<file path="config.mk">
export PLATFORM = sky130hd
export DESIGN_NAME = count_dir_monitor
export DESIGN_NICKNAME = d
export VERILOG_FILES = /design/src/rtl/count_dir_monitor.sv
export SDC_FILE = /design/constraint.sdc
export NUM_CORES = 1
export LEC_CHECK = 0
export ABC_AREA = 1
export BUFFER_PORTS_ARGS = -buffer_cell sky130_fd_sc_hd__buf_4
export CAP_MARGIN = 0
export CORE_UTILIZATION = 40
export CTS_BUF_LIST = sky130_fd_sc_hd__clkbuf_4
export CTS_CLUSTER_DIAMETER = 40
export DETAILED_ROUTE_END_ITERATION = 12
export GPL_TIMING_DRIVEN = 0
export HOLD_SLACK_MARGIN = 0.05
export PLACE_DENSITY_LB_ADDON = 0.1
export SYNTH_ARGS = -nofsm -noshare
export SYNTH_HDL_FRONTEND = slang
export SYNTH_SLANG_ARGS = --single-unit
</file>
<file path="constraint.sdc">
create_clock -name clk -period 2.21 [get_ports clk]
set_input_delay 0.1105 -clock clk [delete_from_list [all_inputs] [get_ports clk]]
set_output_delay 0.1105 -clock clk [all_outputs]
set_load 0.005 [all_outputs]
</file>
<file path="src/rtl/count_dir_monitor.sv">
// count_dir_monitor
// Watches the value bus of an up/down counter and recovers its counting
// direction. Each strobed sample is classified against the previous one
// (up, down, hold, jump, all modulo 2^WIDTH). After LOCK_CNT consecutive
// same-direction steps the monitor locks. While locked it tracks legal
// direction reversals and flags jumps with a one-cycle step_err pulse.
//
// Optional feature: define COUNT_DIR_MONITOR_ERRCNT_EN to build the
// saturating err_count register. Without it, err_count is tied to 0.
//
// state  | meaning
// S_IDLE | no previous sample captured yet
// S_ACQ  | building a run of same-direction steps toward lock
// S_LOCK | direction locked; reversals flip dir_up, jumps raise step_err

module count_dir_monitor #(
  parameter int WIDTH    = 3,
  parameter int LOCK_CNT = 4,
  parameter int ERRCNT_W = 8
) (
  input  logic                clk,
  input  logic                reset,
  input  logic                valid,
  input  logic [WIDTH-1:0]    count,
  output logic                dir_up,
  output logic                locked,
  output logic                step_err,
  output logic [ERRCNT_W-1:0] err_count
);

  generate
    if (WIDTH < 2) begin : g_bad_width
      $error("count_dir_monitor: WIDTH must be at least 2");
    end
    if ((LOCK_CNT < 1) || (LOCK_CNT > 15)) begin : g_bad_lock_cnt
      $error("count_dir_monitor: LOCK_CNT must be in 1..15");
    end
    if (ERRCNT_W < 1) begin : g_bad_errcnt_w
      $error("count_dir_monitor: ERRCNT_W must be at least 1");
    end
  endgenerate

  typedef enum logic [1:0] {
    S_IDLE = 2'd0,
    S_ACQ  = 2'd1,
    S_LOCK = 2'd2
  } state_t;

  typedef enum logic [1:0] {
    STEP_HOLD = 2'd0,
    STEP_UP   = 2'd1,
    STEP_DOWN = 2'd2,
    STEP_JUMP = 2'd3
  } step_t;

  // run_cnt is 4 bits wide, so the lock threshold always fits
  localparam logic [3:0] LOCK_THR = 4'(LOCK_CNT);

  state_t           state_q, state_d;
  logic [WIDTH-1:0] prev_q, prev_d;
  logic [3:0]       run_cnt_q, run_cnt_d;
  logic             run_dir_q, run_dir_d;
  logic             dir_up_d;
  logic             locked_d;
  logic             step_err_d;
  logic             err_inc;

  step_t            step;
  logic [WIDTH-1:0] prev_plus;
  logic [WIDTH-1:0] prev_minus;
  logic             step_move;
  logic             step_dir;
  logic             run_cont;
  logic [3:0]       run_cnt_step;

  // neighbours of the previous sample; arithmetic wraps at 2^WIDTH
  assign prev_plus  = prev_q + WIDTH'(1);
  assign prev_minus = prev_q - WIDTH'(1);

  // classify the incoming sample against the previous one
  always_comb begin
    step = STEP_JUMP;
    if (count == prev_q) begin
      step = STEP_HOLD;
    end else if (count == prev_plus) begin
      step = STEP_UP;
    end else if (count == prev_minus) begin
      step = STEP_DOWN;
    end
  end

  assign step_move = (step == STEP_UP) || (step == STEP_DOWN);
  assign step_dir  = (step == STEP_UP);

  // an empty run accepts either direction; a reversal restarts the run at 1
  assign run_cont     = (run_cnt_q == 4'd0) || (step_dir == run_dir_q);
  assign run_cnt_step = run_cont ? (run_cnt_q + 4'd1) : 4'd1;

  // next-state and registered-output decode
  always_comb begin
    state_d    = state_q;
    prev_d     = prev_q;
    run_cnt_d  = run_cnt_q;
    run_dir_d  = run_dir_q;
    dir_up_d   = dir_up;
    locked_d   = locked;
    step_err_d = 1'b0;
    err_inc    = 1'b0;

    if (valid) begin
      prev_d = count;

      unique case (state_q)
        S_IDLE: begin
          run_cnt_d = 4'd0;
          state_d   = S_ACQ;
        end

        S_ACQ: begin
          if (step_move) begin
            run_cnt_d = run_cnt_step;
            run_dir_d = step_dir;
            if (run_cnt_step == LOCK_THR) begin
              state_d  = S_LOCK;
              dir_up_d = step_dir;
              locked_d = 1'b1;
            end
          end else if (step == STEP_JUMP) begin
            // jumps before lock only restart acquisition, no error
            run_cnt_d = 4'd0;
          end
        end

        S_LOCK: begin
          if (step_move) begin
            // a reversal is a legal direction change of the counter
            dir_up_d = step_dir;
          end else if (step == STEP_JUMP) begin
            step_err_d = 1'b1;
            err_inc    = 1'b1;
            locked_d   = 1'b0;
            run_cnt_d  = 4'd0;
            state_d    = S_ACQ;
          end
        end

        default: begin
          state_d   = S_IDLE;
          run_cnt_d = 4'd0;
          locked_d  = 1'b0;
        end
      endcase
    end
  end

  // state, sample history and registered outputs
  always_ff @(posedge clk or posedge reset) begin
    if (reset) begin
      state_q   <= S_IDLE;
      prev_q    <= '0;
      run_cnt_q <= 4'd0;
      run_dir_q <= 1'b0;
      dir_up    <= 1'b0;
      locked    <= 1'b0;
      step_err  <= 1'b0;
    end else begin
      state_q   <= state_d;
      prev_q    <= prev_d;
      run_cnt_q <= run_cnt_d;
      run_dir_q <= run_dir_d;
      dir_up    <= dir_up_d;
      locked    <= locked_d;
      step_err  <= step_err_d;
    end
  end

`ifdef COUNT_DIR_MONITOR_ERRCNT_EN
  logic [ERRCNT_W-1:0] err_count_q;

  // saturating count of step_err pulses; holds at all-ones
  always_ff @(posedge clk or posedge reset) begin
    if (reset) begin
      err_count_q <= '0;
    end else if (err_inc && (err_count_q != {ERRCNT_W{1'b1}})) begin
      err_count_q <= err_count_q + ERRCNT_W'(1);
    end
  end

  assign err_count = err_count_q;
`else
  logic unused_err_inc;

  assign unused_err_inc = err_inc;
  assign err_count      = '0;
`endif

endmodule

</file>
; ---- After elaboration in Yosys (flattened, before gate mapping)
; Cells that the tools add are included.
[word_totals]
reg_bits = 13
out_inout_bits = 11
elab_cells = 62
input_bits = 6
[op_classes]
n_mux = 26
reduce_logical = 10
n_bitwise = 1
addsub = 3
eq_ne = 15
[ops]
columns = cell, count
row1 = $mux W4, 4
row2 = $mux W1, 12
row3 = $mux W2, 6
row4 = $ne A2 B2 Y1 const B, 5
row5 = $reduce_and A5 Y1, 2
row6 = $eq A3 B3 Y1, 3
row7 = $pmux W4 S2, 1
row8 = $eq A2 B2 Y1 const B, 3
row9 = $pmux W2 S3, 1
row10 = $reduce_and A6 Y1, 1
row11 = $add A4 B1 Y4 const B, 1
row12 = $eq A2 B1 Y1 const B, 2
row13 = $eq A4 B3 Y1 const B, 1
row14 = $logic_not A4 Y1, 1
row15 = $add A3 B1 Y3 const B, 1
row16 = $pmux W1 S3, 1
row17 = $reduce_and A3 Y1, 1
row18 = $sub A3 B1 Y3 const B, 1
row19 = $logic_not A2 Y1, 1
row20 = $logic_or A1 B1 Y1, 2
row21 = $pmux W1 S2, 1
row22 = $reduce_and A2 Y1, 1
row23 = $reduce_bool A2 Y1, 1
row24 = $eq A1 B1 Y1, 1
row25 = $not A1 Y1, 1

; ---- Logic depth before layout (Yosys ltp)
[logic_depth]
depth_word = 13
depth_mapped = 16
mapped_depth_nobuf = 16

; ---- Worst setup path before layout
; Ideal clock, no wire load.
[synth_path]
kind = register -> register
startpoint = reg prev_q[0]
endpoint = reg locked
t_arrival_ns = 2.092
period_less_slack_ns = 2.210
stages_incl_launch_ff = 16
n_path_buf = 0
required_ns = 2.093
setup_time_ns = 0.117
slack_ns = 0.000
cell_sequence = dfrtp_1 > inv_1 > ha_1 > xnor2_1 > inv_1 > a41oi_1 > ha_1 > inv_1 > nand2_1 > nand2_1 > nand2_1 > nand2_2 > o21bai_4 > nand3_1 > nand2_1 > nand2_1
[synth_between]
elab_chain_len = 12
word_cells_on_any_way = 21
cone_classes = add/sub: 2 / eq/ne: 12 / mux: 4 / reduce/logical: 3
[synth_lines]
columns = element, line_no
row1 = start: declaration, 60  ; logic [WIDTH-1:0] prev_q, prev_d;
row2 = start signal: assignment, 168  ; prev_q <= prev_d;
row3 = $sub A3 B1 Y3, 78  ; assign prev_minus = prev_q - WIDTH'(1);
row4 = $eq A3 B3 Y1, 87  ; end else if (count == prev_minus) begin
row5 = $mux W1, 87
row6 = $mux W2, 85  ; end else if (count == prev_plus) begin
row7 = $mux W2 *, 83  ; if (count == prev_q) begin
row8 = $eq A2 B1 Y1 *, 93  ; assign step_dir = (step == STEP_UP);
row9 = via step_dir, 72  ; logic step_dir;
row10 = $eq A1 B1 Y1, 96  ; assign run_cont = (run_cnt_q == 4'd0) || (step_dir == run_dir_q);
row11 = $logic_or A1 B1 Y1, 96
row12 = $mux W4, 97  ; assign run_cnt_step = run_cont ? (run_cnt_q + 4'd1) : 4'd1;
row13 = $eq A4 B3 Y1, 123  ; if (run_cnt_step == LOCK_THR) begin
row14 = $ne A2 B2 Y1 (no source line), n/a
row15 = $reduce_and A6 Y1 (no source line) *, n/a
row16 = end signal: assignment, 172  ; locked <= locked_d;
row17 = end: declaration, 26  ; output logic locked,
; Mark *: on every way through the listed nets, which the timed path passes. The rest lies on a longest branch.
; A chain may end at the register's enable or synchronous reset.

; ---- Worst setup path after layout
[layout_path]
startpoint = reg prev_q[0]
endpoint = reg run_cnt_q[3]
[layout_between]
elab_chain_len = 11
word_cells_on_any_way = 21
cone_classes = add/sub: 2 / eq/ne: 8 / mux: 8 / reduce/logical: 3
[layout_lines]
columns = element, line_no
row1 = $sub A3 B1 Y3, 78
row2 = $eq A3 B3 Y1, 87
row3 = $mux W1, 87
row4 = $mux W2, 85
row5 = $mux W2 *, 83
row6 = $eq A2 B1 Y1, "92, 93"
row7 = $eq A1 B1 Y1, 96
row8 = $logic_or A1 B1 Y1, 96
row9 = $mux W4, 97
row10 = $mux W4, 120  ; if (step_move) begin
row11 = $pmux W4 S2, 113  ; unique case (state_q)
row12 = end signal: assignment, 169  ; run_cnt_q <= run_cnt_d;
row13 = end: declaration, 61  ; logic [3:0] run_cnt_q, run_cnt_d;
; Every way passes the cells marked *; elsewhere a longest branch is shown, timed or not. The select of a mux whose other input is x is not followed.

==> run summary <==
Status = complete, no violations
Syn_area_per_cell = 7.87 sq um
Die Area = 2720 sq um
Compound-cell area share of the yosys netlist = 11.3%
Pin count of the biggest net entering global routing = 14
Synth area leader = dfrtp_1
LEAKAGE = 0.000666 uW
Yosys warnings = 0
Peak VDD IR = 0.592 mV
Simple-gate share of the synthesized area = 23.6%
Worst hold slack = 71.9 ps
Post-Route Utilization = 58.0%
Drt drc = 0
Tot GR Track Use = 16.3%
Worst Skew = 1.93 ps
Drt first-iter violations = 6
Vias/cell = 4.63
Max Cap Violations = 0
Mean routed wirelength per cell = 10.8 microns
Sink Count = 13
CTS tree = yes
Hold Fails Final Rpt = 0
DP Cell Count = 170
I/O pin count = 17
P&R area growth vs syn = 32.2%
Core ar. = 2300 sq um
Die Y = 52.2 microns
Worst EP required = 2410 ps
IO buf count = 7
Number of flops mapped to enable cells by yosys = 0
Seq/Total Area, Yosys = 32.3%
WP data arrival = 2380 ps
Startpoint types = flop
WS Path Type = reg2reg
First-pass DRT Iterations = 4
Slew at the pin closest to its max-slew limit = 522 ps
Root Buffer = clkbuf_4
Initial antenna violation count = 0
Inserted Clock Buffers = 3
Via Count = 847
Adder-cell share of the synthesized area = 13.7%
Synth top area share = 32.3%
Vias in the first global route = 781
GRT Residual Overflow = 0
Routability Congestion = 0.737
Worst skew pair latency = 270 ps
Fin. max-slew vios = 0
Post-synthesis xor/xnor area fraction = 3.48%
Max-slew headroom = 65.1%
Placed cell area = 1120 sq um
Top_reg_cell synth = dfrtp_1
Synth cell count leaders = nand2_1, inv_1, dfrtp_1
Share of cells above drive strength 1 = 34.2%
Final setup vio count = 0
Post-synthesis mux area share = 0%
Overall die width = 52.2 microns
Power Density = 801 nW/um^2
Top-count cell post-synth = nand2_1
Reg clk slew, reported paths = 90 ps
Power Total = 1070 uW
H-tree depth = 1
Post-synthesis async set-or-reset flop share = 100%
Final std cells w/o fill = 183
Routed WL = 1.97 mm
Crit Path Max Fanout = 6
HPWL Detailed = 1.34 mm
Post-synthesis cell type count = 25
Synth Cell Area = 1010 sq um
Maximum clock path buffer count = 2
Synth Instances = 128
First-pass GRT wire length = 3.23 mm
Number of synthesized register bits = 13
Row count = 17
RSZ-0062 raised after global routing = true
Final #Nets = 173
Final Cycle Share = 98.9%
Min-delay worst type = in2reg
CP endpoint kind = flop
Design Area, Final = 1330 sq um
Starting density of the core = 43.8%
Final min period = 2190 ps
Post-DRT Antenna Nets = 0
Main combinational cell family by area after synthesis = simple AND/OR/NAND/NOR gates
Fmax = 457 MHz
Top cells by area, synth = dfrtp_1, ha_1, nand2_1
Diodes inserted = 0
[registers in the layout (all words and copies together) (netlist names)]
signal and cells:
run_cnt_q 4, prev_q 3, state_q 2, dir_up 1, locked 1, run_dir_q 1
step_err 1
[critical path, cell delays in order, from the launching register on]
cell and delay (ps):
dfrtp_1 420, buf_6 140, ha_1 200, xnor2_1 120, a31oi_1 180, inv_1 100, ha_4 320, o21ai_4 70
nor4_4 310, nand2_1 130, o22ai_1 140
[power by group]
part           switching [uW]  internal [uW]  leakage (uW)
sequential               40.7            284      0.000171
combinational             328            248      0.000477
clock                    83.1           82.1     0.0000184
[final timing paths]
check / startpoint / to / slack (ps) / depth (start not counted)
worst max-delay path: prev_q[0] / run_cnt_q[3] / 20 / 10
worst min-delay path: count[2] / prev_q[2] / 70 / 3
worst max register to register: prev_q[0] / run_cnt_q[3] / 20 / 10
worst min register to register: locked / locked / 480 / 2
max in group asynchronous: reset / run_cnt_q[0] / 1440 / 3
min in group asynchronous: reset / step_err / 420 / 3
[placed cells by master (no fill, tap or decap), types with 2 or more instances in the layout]
cell      count
dfrtp_1      13
nand3_2       2
clkbuf_4      4
ha_4          2
nand2_1      24
inv_1        18
a21oi_1       2
ha_1          9
nand2_2       5
o21ai_0       5
o21ai_1       3
nand4_1       4
inv_2         5
conb_1        8
nand3_1       5
nor2_1        5
buf_4        23
[per-stage QoR]
stage	worst slack (ps)	setup TNS (ps)
finish	23.5	0
global route	-110	-648
CTS	-5.18	-6.19
detailed placement	-236	-1630
global placement	-196	-1250
floorplan	0.395	0
[logic make-up (layout without fill, tap and decap cells)]
logic type | after synthesis | in the layout
AOI/OAI and AO/OA | 18 | 18
adders and majority gates | 11 | 11
and+or+nand+nor | 49 | 49
xor gates and xnor gates | 4 | 4
DFF | 13 | 13
buffers and inverters | 32 | 52
other | 1 | 8
[timing repair]
action	4_1_cts	5_1_grt
setup endpoints to repair	8	8
endpoints found under the hold margin	13	0
pin swaps	4	10
resized for setup	7	16
hold buffers	1	0
setup buffers	4	4
[area by class of cell]
| type | count | area (sq um) |
|---|---|---|
| inverters | 23 | 86.3 |
| multi-input cells | 90 | 661 |
| well taps | 28 | 35.0 |
| clock buffers | 4 | 30.0 |
| repair buffers | 16 | 126 |
| plain buffers | 9 | 67.6 |
| fillers | 209 | 966 |
| flip-flops and latches | 13 | 325 |
[layer usage]
layer | vias up | track usage [%] | part of all wire [%]
li1 | 446 | - | -
met1 | 384 | 19.1 | 49
met2 | 13 | 27.8 | 46
met3 | 4 | 4.64 | 3.3
met4 | 0 | 6.58 | 1.6
met5 | - | 0 | 0
Power figures use the tool's default switching activity.
